### config.mk
export PLATFORM = sky130hd
export DESIGN_NAME = mf_sequencer_flat
export DESIGN_NICKNAME = d
export VERILOG_FILES = /design/src/rtl/mf_sequencer_pkg.sv /design/src/rtl/mf_sequencer_if.sv /design/src/rtl/mf_sequencer_pending_buf.sv /design/src/rtl/mf_sequencer.sv /design/src/flat_wrapper.sv
export SDC_FILE = /design/constraint.sdc
export NUM_CORES = 1
export LEC_CHECK = 0
export CORE_ASPECT_RATIO = 2
export CORE_MARGIN = 4
export CORE_UTILIZATION = 51
export CTS_CLUSTER_DIAMETER = 80
export DETAILED_ROUTE_END_ITERATION = 16
export PLACE_DENSITY = 0.84
export SETUP_SLACK_MARGIN = 0.3
export SYNTH_ARGS = -nofsm -noshare
export SYNTH_HDL_FRONTEND = slang
export SYNTH_HIERARCHICAL = 1
export SYNTH_SLANG_ARGS = --single-unit
### constraint.sdc
create_clock -name clock -period 6.3 [get_ports clock]
set_input_delay 1.26 -clock clock [delete_from_list [all_inputs] [get_ports clock]]
set_output_delay 1.26 -clock clock [all_outputs]
set_load 0.02 [all_outputs]
### src/rtl/mf_sequencer_pkg.sv
// Shared types and constants for the matched-filter sequencer.
package mf_sequencer_pkg;

    localparam int unsigned MF_TAPS  = 127;
    localparam int unsigned MF_DRAIN = 3;
    localparam int unsigned OFS_W    = 7;
    localparam int unsigned SAMPLE_W = 8;
    localparam int unsigned COEFF_W  = 8;
    localparam int unsigned RESULT_W = 16;
    localparam int unsigned CNT_W    = 8;
    localparam int unsigned DRAIN_W  = 2;

    typedef enum logic [2:0] {
        ST_IDLE     = 3'd0,
        ST_LOAD     = 3'd1,
        ST_PREFETCH = 3'd2,
        ST_RUN      = 3'd3,
        ST_DRAIN    = 3'd4,
        ST_DONE     = 3'd5
    } state_t;

    typedef logic [SAMPLE_W-1:0] sample_t;
    typedef logic [COEFF_W-1:0]  coeff_t;
    typedef logic [RESULT_W-1:0] result_t;
    typedef logic [OFS_W-1:0]    ofs_t;
    typedef logic [CNT_W-1:0]    cnt_t;

    // Increment that sticks at lim instead of wrapping.
    function automatic ofs_t sat_inc(ofs_t v, ofs_t lim);
        return (v >= lim) ? lim : v + ofs_t'(1);
    endfunction

endpackage

### src/rtl/mf_sequencer_if.sv
// Sample, coefficient-ROM and filter-side signals of the sequencer.
interface mf_sequencer_if;
    import mf_sequencer_pkg::*;

    logic    sample_valid;
    sample_t sample_in;
    ofs_t    coeff_addr;
    coeff_t  coeff_data;
    logic    mf_ready;
    sample_t mf_x;
    ofs_t    mf_offset;
    ofs_t    mf_index;
    coeff_t  mf_coeff;
    result_t mf_y;
    logic    y_valid;
    result_t y_out;
    logic    busy;
    cnt_t    overrun_cnt;

    modport master (
        input  sample_valid, sample_in, coeff_data, mf_y,
        output coeff_addr, mf_ready, mf_x, mf_offset, mf_index, mf_coeff,
               y_valid, y_out, busy, overrun_cnt
    );

    modport slave (
        output sample_valid, sample_in, coeff_data, mf_y,
        input  coeff_addr, mf_ready, mf_x, mf_offset, mf_index, mf_coeff,
               y_valid, y_out, busy, overrun_cnt
    );

endinterface

### src/rtl/mf_sequencer_pending_buf.sv
// One-entry holding register for a sample that arrives while a pass is running.
module mf_pending_buf
    import mf_sequencer_pkg::*;
(
    input  logic    clock,
    input  logic    rst_n,
    input  logic    push_i,
    input  logic    pop_i,
    input  sample_t data_i,
    output logic    full_o,
    output sample_t data_o,
    output logic    drop_c
);

    logic    full_q, full_d;
    sample_t data_q, data_d;

    // Simultaneous pop and push replaces the entry and keeps it full.
    always_comb begin
        full_d = full_q;
        data_d = data_q;
        if (pop_i) begin
            full_d = 1'b0;
        end
        if (push_i && (!full_q || pop_i)) begin
            full_d = 1'b1;
            data_d = data_i;
        end
    end

    assign drop_c = push_i & full_q & ~pop_i;

    always_ff @(posedge clock or negedge rst_n) begin
        if (!rst_n) begin
            full_q <= 1'b0;
            data_q <= '0;
        end else begin
            full_q <= full_d;
            data_q <= data_d;
        end
    end

    assign full_o = full_q;
    assign data_o = data_q;

endmodule

### src/rtl/mf_sequencer.sv
// Per-sample controller for the 127-tap matched filter: load, step taps, drain, capture.
module mf_sequencer
    import mf_sequencer_pkg::*;
#(
    parameter int unsigned TAPS         = MF_TAPS,
    parameter int unsigned DRAIN_CYCLES = MF_DRAIN
) (
    input  logic           clock,
    input  logic           reset_n,
    mf_sequencer_if.master bus
);

    localparam ofs_t               IDX_END    = OFS_W'(TAPS);
    localparam ofs_t               IDX_LAST   = OFS_W'(TAPS - 1);
    localparam logic [DRAIN_W-1:0] DRAIN_LAST = DRAIN_W'(DRAIN_CYCLES - 1);

    // Reset asserts asynchronously, releases two clocks later.
    logic [1:0] rst_sync_q, rst_sync_d;
    logic       rst_n_s;

    assign rst_sync_d = {rst_sync_q[0], 1'b1};
    assign rst_n_s    = rst_sync_q[1];

    always_ff @(posedge clock or negedge reset_n) begin
        if (!reset_n) begin
            rst_sync_q <= '0;
        end else begin
            rst_sync_q <= rst_sync_d;
        end
    end

    state_t             state_q, state_d;
    logic               mf_ready_q, mf_ready_d;
    sample_t            mf_x_q, mf_x_d;
    ofs_t               mf_offset_q, mf_offset_d;
    ofs_t               mf_index_q, mf_index_d;
    ofs_t               coeff_addr_q, coeff_addr_d;
    coeff_t             mf_coeff_q, mf_coeff_d;
    logic               y_valid_q, y_valid_d;
    result_t            y_out_q, y_out_d;
    logic               busy_q, busy_d;
    cnt_t               overrun_q, overrun_d;
    logic [DRAIN_W-1:0] drain_cnt_q, drain_cnt_d;

    logic    pend_push, pend_pop, pend_full, pend_drop_c;
    sample_t pend_data;

    mf_pending_buf u_pending (
        .clock  (clock),
        .rst_n  (rst_n_s),
        .push_i (pend_push),
        .pop_i  (pend_pop),
        .data_i (bus.sample_in),
        .full_o (pend_full),
        .data_o (pend_data),
        .drop_c (pend_drop_c)
    );

    // ROM address runs one tap ahead of mf_index so mf_coeff lands aligned with it.
    always_comb begin
        state_d      = state_q;
        mf_ready_d   = 1'b0;
        mf_x_d       = mf_x_q;
        mf_offset_d  = mf_offset_q;
        mf_index_d   = IDX_END;
        coeff_addr_d = coeff_addr_q;
        mf_coeff_d   = mf_coeff_q;
        y_valid_d    = 1'b0;
        y_out_d      = y_out_q;
        drain_cnt_d  = drain_cnt_q;
        pend_push    = 1'b0;
        pend_pop     = 1'b0;

        unique case (state_q)
            ST_IDLE: begin
                if (pend_full || bus.sample_valid) begin
                    state_d      = ST_LOAD;
                    mf_ready_d   = 1'b1;
                    coeff_addr_d = '0;
                    mf_x_d       = pend_full ? pend_data : bus.sample_in;
                    pend_pop     = pend_full;
                    pend_push    = pend_full & bus.sample_valid;
                end
            end
            ST_LOAD: begin
                state_d      = ST_PREFETCH;
                coeff_addr_d = ofs_t'(1);
            end
            ST_PREFETCH: begin
                state_d      = ST_RUN;
                mf_index_d   = '0;
                mf_coeff_d   = bus.coeff_data;
                coeff_addr_d = sat_inc(coeff_addr_q, IDX_LAST);
            end
            ST_RUN: begin
                if (mf_index_q == IDX_LAST) begin
                    state_d     = ST_DRAIN;
                    drain_cnt_d = '0;
                end else begin
                    mf_index_d   = mf_index_q + ofs_t'(1);
                    mf_coeff_d   = bus.coeff_data;
                    coeff_addr_d = sat_inc(coeff_addr_q, IDX_LAST);
                end
            end
            ST_DRAIN: begin
                if (drain_cnt_q == DRAIN_LAST) begin
                    state_d = ST_DONE;
                end else begin
                    drain_cnt_d = drain_cnt_q + DRAIN_W'(1);
                end
            end
            ST_DONE: begin
                state_d     = ST_IDLE;
                y_out_d     = bus.mf_y;
                y_valid_d   = 1'b1;
                mf_offset_d = mf_offset_q + ofs_t'(1);
            end
            default: begin
                state_d = ST_IDLE;
            end
        endcase

        if (state_q != ST_IDLE) begin
            pend_push = bus.sample_valid;
        end

        busy_d = (state_d != ST_IDLE);
    end

    // Saturating drop counter.
    always_comb begin
        overrun_d = overrun_q;
        if (pend_drop_c && (overrun_q != '1)) begin
            overrun_d = overrun_q + CNT_W'(1);
        end
    end

    always_ff @(posedge clock or negedge rst_n_s) begin
        if (!rst_n_s) begin
            state_q      <= ST_IDLE;
            mf_ready_q   <= 1'b0;
            mf_x_q       <= '0;
            mf_offset_q  <= '0;
            mf_index_q   <= IDX_END;
            coeff_addr_q <= '0;
            mf_coeff_q   <= '0;
            y_valid_q    <= 1'b0;
            y_out_q      <= '0;
            busy_q       <= 1'b0;
            overrun_q    <= '0;
            drain_cnt_q  <= '0;
        end else begin
            state_q      <= state_d;
            mf_ready_q   <= mf_ready_d;
            mf_x_q       <= mf_x_d;
            mf_offset_q  <= mf_offset_d;
            mf_index_q   <= mf_index_d;
            coeff_addr_q <= coeff_addr_d;
            mf_coeff_q   <= mf_coeff_d;
            y_valid_q    <= y_valid_d;
            y_out_q      <= y_out_d;
            busy_q       <= busy_d;
            overrun_q    <= overrun_d;
            drain_cnt_q  <= drain_cnt_d;
        end
    end

    assign bus.coeff_addr  = coeff_addr_q;
    assign bus.mf_ready    = mf_ready_q;
    assign bus.mf_x        = mf_x_q;
    assign bus.mf_offset   = mf_offset_q;
    assign bus.mf_index    = mf_index_q;
    assign bus.mf_coeff    = mf_coeff_q;
    assign bus.y_valid     = y_valid_q;
    assign bus.y_out       = y_out_q;
    assign bus.busy        = busy_q;
    assign bus.overrun_cnt = overrun_q;

endmodule

### src/flat_wrapper.sv
// flat-port wrapper written by rule: the top's interface ports become plain ports
module mf_sequencer_flat import mf_sequencer_pkg::*;
#(
    parameter int unsigned TAPS         = MF_TAPS,
    parameter int unsigned DRAIN_CYCLES = MF_DRAIN
)
  (clock, reset_n, bus_sample_valid, bus_sample_in, bus_coeff_data, bus_mf_y, bus_coeff_addr, bus_mf_ready, bus_mf_x, bus_mf_offset, bus_mf_index, bus_mf_coeff, bus_y_valid, bus_y_out, bus_busy, bus_overrun_cnt);
  mf_sequencer_if bus_i ();
  input  logic clock;
  input  logic reset_n;
  input wire logic [$bits(bus_i.sample_valid)-1:0] bus_sample_valid;
  input wire logic [$bits(bus_i.sample_in)-1:0] bus_sample_in;
  input wire logic [$bits(bus_i.coeff_data)-1:0] bus_coeff_data;
  input wire logic [$bits(bus_i.mf_y)-1:0] bus_mf_y;
  output wire logic [$bits(bus_i.coeff_addr)-1:0] bus_coeff_addr;
  output wire logic [$bits(bus_i.mf_ready)-1:0] bus_mf_ready;
  output wire logic [$bits(bus_i.mf_x)-1:0] bus_mf_x;
  output wire logic [$bits(bus_i.mf_offset)-1:0] bus_mf_offset;
  output wire logic [$bits(bus_i.mf_index)-1:0] bus_mf_index;
  output wire logic [$bits(bus_i.mf_coeff)-1:0] bus_mf_coeff;
  output wire logic [$bits(bus_i.y_valid)-1:0] bus_y_valid;
  output wire logic [$bits(bus_i.y_out)-1:0] bus_y_out;
  output wire logic [$bits(bus_i.busy)-1:0] bus_busy;
  output wire logic [$bits(bus_i.overrun_cnt)-1:0] bus_overrun_cnt;
  assign bus_i.sample_valid = bus_sample_valid;
  assign bus_i.sample_in = bus_sample_in;
  assign bus_i.coeff_data = bus_coeff_data;
  assign bus_i.mf_y = bus_mf_y;
  assign bus_coeff_addr = bus_i.coeff_addr;
  assign bus_mf_ready = bus_i.mf_ready;
  assign bus_mf_x = bus_i.mf_x;
  assign bus_mf_offset = bus_i.mf_offset;
  assign bus_mf_index = bus_i.mf_index;
  assign bus_mf_coeff = bus_i.mf_coeff;
  assign bus_y_valid = bus_i.y_valid;
  assign bus_y_out = bus_i.y_out;
  assign bus_busy = bus_i.busy;
  assign bus_overrun_cnt = bus_i.overrun_cnt;
  mf_sequencer #(.TAPS(TAPS), .DRAIN_CYCLES(DRAIN_CYCLES)) u_core (.clock(clock), .reset_n(reset_n), .bus(bus_i));
endmodule
Yosys cells after proc, flatten, opt, wreduce, memory -nomap -nowiden --
Cells that the tools add are included. Widths: inputs -> output; s select.
Word-level totals: ROM bits 0, word-level logic and storage cells 79, memories kept 0, register bits 80, memory bits (writable) 0, bits in latches 0
Operators by class: bitwise gates (word level) 4, add/sub/neg operators 5, equal/unequal tests 12, multiply operators 0, muxes and demuxes 26, divide/modulo/power cells 0, order comparisons 1, reduce and logical (&&, ||, !) cells 16, shift operators 0
Operators with widths (number):
- $mux 7 | 4
- $pmux 7 s4 | 1
- $add 7x1->7 const B | 3
- $mux 8 | 2
- $pmux 8 s2 | 1
- $pmux 3 s5 | 1
- $pmux 7 s2 | 1
- $mux 1 | 10
- $mux 3 | 3
- $add 8x1->8 const B | 1
- $ne 8x8->1 const B | 1
- $eq 7x7->1 const B | 1
- $ge 7x7->1 const B | 1
- $eq 3x2->1 const B | 2
- $eq 3x3->1 const B | 2
- $reduce_and 3->1 | 2
- $reduce_bool 2->1 | 3
- $reduce_bool 3->1 | 2
- $mux 2 | 2
- $ne 2x1->1 const B | 2
- $ne 2x2->1 const B | 2
- $pmux 2 s2 | 1
- $reduce_and 2->1 | 2
- $reduce_bool 4->1 | 1
- other kinds (9) | 13

Depth between registers and ports, before layout --
word-level depth 7, gate-level depth with buffers 9

Hierarchy --
The synthesis kept the hierarchy.
Modules (own cells, without submodules):
- mf_sequencer | instances 1, cells an instance 318, sequential area each 1785.5 sq um, area each 3141.8 sq um
- mf_pending_buf | instances 1, cells an instance 22, sequential area each 225.2 sq um, area each 381.6 sq um

Worst setup path after synthesis --
OpenSTA, ideal clock, no wires.
kind input to register, from input port bus_sample_valid, to register u_core.overrun_q[5] (netlist: u_core/bus.overrun_cnt[5]), arrival 2.274 ns, cell stages on the path 7, setup slack 3.894 ns, required time 6.168 ns, cells stage by stage o31a_1 > inv_1 > nor2_1 > and3_1 > and2_1 > nand4_1 > xnor2_1
On the way: word-level cells in the longest chain between the ends 7, elaborated cells on any way between the ends 11, those cells by class mux: 5; bitwise: 4; reduce/logical: 2
RTL lines:
- start: declaration | RTL line flat_wrapper.sv:11 | input wire logic [$bits(bus_i.sample_valid)-1:0] bus_sample_valid;
- $and 1x1->1 / $logic_or 1x1->1 (equally long branches) | RTL line mf_sequencer.sv:82, mf_sequencer.sv:76
- $mux 1 | RTL line mf_sequencer.sv:76 | if (pend_full || bus.sample_valid) begin
- $mux 1 | RTL line mf_sequencer.sv:74 | unique case (state_q)
- $mux 1 | RTL line mf_sequencer.sv:123 | if (state_q != ST_IDLE) begin
- $and 1x1->1 | RTL line mf_sequencer_pending_buf.sv:31 | assign drop_c = push_i & full_q & ~pop_i;
- $and 1x1->1 * | RTL line mf_sequencer_pending_buf.sv:31
- named net u_core.pend_drop_c | RTL line mf_sequencer.sv:45 | logic pend_push, pend_pop, pend_full, pend_drop_c;
- $logic_and 1x1->1 * | RTL line mf_sequencer.sv:133 | if (pend_drop_c && (overrun_q != '1)) begin
- end signal: assignment | RTL line mf_sequencer.sv:163 | overrun_q <= overrun_d;
- end: declaration | RTL line mf_sequencer.sv:42 | cnt_t overrun_q, overrun_d;
The timed path passes the listed nets; every way through them passes the cells marked *. A chain may end at the register's enable or synchronous reset.

Final worst setup path --
from register u_core.mf_index_q[0] (netlist: u_core/bus.mf_index[0]), to output port bus_mf_index[0]
RTL lines:
- start: declaration | RTL line mf_sequencer.sv:36 | ofs_t mf_index_q, mf_index_d;
- start signal: assignment | RTL line mf_sequencer.sv:157 | mf_index_q <= mf_index_d;
- end: declaration | RTL line flat_wrapper.sv:19 | output wire logic [$bits(bus_i.mf_index)-1:0] bus_mf_index;
No word-level cell between the ends.

==> metrics <==
outcome finished clean; worst min-delay path class reg2reg; synth warn 6; top cells by instance count after synthesis nand2_1 (89), dfrtp_1 (73), a21oi_1 (16), o21ai_0 (16), nor2_1 (15); cells along the critical path clkdlybuf4s50_1; number of port buffers 98; RSZ-0062 raised after global routing no; Layout area overhead 36.65%; H-tree levels 3; Worst Tran Pin Value 999.0 ps; Final #Nets 481; Rows 42; IO Count 99; routed length per instance 15.37 um; WP data required 5040 ps; DRT antenna net count 0; FILL cells 506; Multi-input gate area 0.001414 mm^2; final period utilization 0.4410; initial antenna violation count 0; Yosys cell types 47; count leader, synth nand2_1; Final setup viols 0; layout cells sized above 1 0.08126; Tot GR Track Use 0.2130; DRC violations left 0; total gr overflow 0; CTS clk-pin slew, worst paths 50 ps; Syn Area/Cell 10.36 um^2; count of cells resized by post-cts repair 0; DIE AREA 0.008383 mm^2; CP Buf/Inv Count 1; global-route wire length before repair 13.66 mm; Clock Path Buffers 2; Min Hold Slack 350.6 ps; Slew headroom 0.3304; root buf cell clkbuf_16; largest net degree at the start of global routing 79; crit path max fanout 6; Mapped Area 0.003523 mm^2; vias 2808; synthesis-stage register bit count 80; Achievable Freq 360.0 MHz; via/cell ratio 5.288; TNS Setup 0 ps; peak supply drop 222.7 uV; max-slew violation count 0; vias in the first global route 2868; FFs w/ async S/R, synth 1.000; pwr/cell area 254.8 mW/mm^2; clk_lat worst skew 330 ps; placer congestion estimate 0.7745; DRT Wirelength 8.160 mm; clock sinks 80; top cells by area, synth dfrtp_1 (52%), nand2_1 (9.5%), dfstp_2 (5.2%); die width 66.78 um; TritonCTS clock tree built; Post-synth EDFFs 0; sequential-to-total area share from yosys stat 0.5707; ant diodes 0; critical path class reg2out; Post-CTS Setup Bufs 0; DP HPWL 5.899 mm; clock period minus worst slack 2778 ps; Core Region 0.006674 mm^2; max_cap viols 0; hold_buf cts 0; Startpoint Class flip-flop; max incr delay on CP 620 ps; total CTS buffers 9; syn nets 382; Register Area 0.002014 mm^2; Post-Syn Instances 340; Pleak 0.002259 uW; Main synth FF type dfrtp_1; die height 125.5 um; Critical Path Slowest Stage Cell clkdlybuf4s50_1; Worst Setup End Kind output pin; Initial Util 0.5279; Final Hold Vio Count 0; CP delay by family, top buffers and inverters; dominant cell type by area after synthesis dfrtp_1; starting DRC count in detailed routing 172; area share of the leading cell type in the synthesized netlist 0.5185; Crit path arrival time 1520 ps; Setup Skew 5.325 ps; DR pass1 iterations 5
-- power breakdown --
| group | internal [uW] | switching [uW] |
|---|---|---|
| Clock | 264 | 178 |
| Sequential | 548 | 48.2 |
| Combinational | 102 | 85.4 |
| Total | 915 | 312 |
-- cells in the final DEF, fill, tap and decap left out, types with 10 or more instances in the layout --
cell type / count
clkdlybuf4s50_1: 98
dfrtp_1: 72
nand3_1: 11
xnor2_1: 12
a21oi_1: 16
nor2_1: 15
inv_1: 10
o21ai_0: 16
nand2_1: 89
-- sequential cells by signal, indices dropped and copies added (netlist names) --
name	cells
u_core/bus.mf_ready	1
u_core/state_q	3
u_core/bus.mf_coeff	8
u_core/bus.mf_x	8
u_core/bus.mf_offset	7
u_core/u_pending/full_o	1
u_core/u_pending/data_o	8
u_core/bus.coeff_addr	7
u_core/bus.busy	1
u_core/bus.overrun_cnt	8
u_core/rst_sync_q	2
u_core/bus.mf_index	7
u_core/bus.y_out	16
u_core/bus.y_valid	1
u_core/drain_cnt_q	2
-- routing by layer --
layer  wire, um  vias up  GRT usage
met5          0        -          0
met1       2925     1358     0.2265
li1           -     1345          -
met2       4613       83     0.3794
met3        378       22    0.05027
met4        243        0     0.1018
-- logic make-up (layout without fill, tap and decap cells) --
logic type,count (synthesis),after routing,share of synthesized area
other,1,1,0.001064
DFF,80,80,0.5707
muxes,19,19,0.06605
adders and majority gates,7,7,0.02486
AOI/OAI and AO/OA,46,46,0.07529
buffers and inverters,22,125,0.02805
xor gates and xnor gates,16,16,0.03977
and+or+nand+nor,149,149,0.1942
-- worst paths after layout --
path	endpoint	slack (ps)	cells after the start	startpoint
worst max-delay path	bus_mf_index[0]	3520	1	u_core/bus.mf_index[0]$_DFF_PN1_
worst min-delay path	u_core/rst_sync_q[1]$_DFF_PN0_	350	0	u_core/rst_sync_q[0]$_DFF_PN0_
worst max register to register	u_core/bus.mf_offset[6]$_DFFE_PN0P_	3970	6	u_core/state_q[2]$_DFF_PN0_
worst min register to register	u_core/rst_sync_q[1]$_DFF_PN0_	350	0	u_core/rst_sync_q[0]$_DFF_PN0_
max in group asynchronous	u_core/rst_sync_q[1]$_DFF_PN0_	5080	1	reset_n
min in group asynchronous	u_core/bus.coeff_addr[4]$_DFFE_PN0P_	470	0	u_core/rst_sync_q[1]$_DFF_PN0_
-- through the flow --
step           utilization  setup slack, ps  std cells  instance area [um^2]  total power, uW
4_1_cts             0.7214             3506        531                  4815             1241
5_1_grt             0.7214             3429        531                  4815             1287
3_3_place_gp        0.6841             3268        516                  4566            788.6
3_5_place_dp        0.6841             3190        516                  4566            794.0
6_report            0.7214             3522        531                  4815             1227
2_1_floorplan            -             3894        340                  3523            682.9
-- area by class of cell --
type / count / area share
clock buffers: 14 / 0.05068
clock inverters: 1 / 0.001040
well taps: 88 / 0.02287
multi-input cells: 238 / 0.2937
flip-flops and latches: 80 / 0.4184
repair buffers: 98 / 0.2037
inverters: 12 / 0.009615
Note: power is estimated with default switching activity, not from simulation.
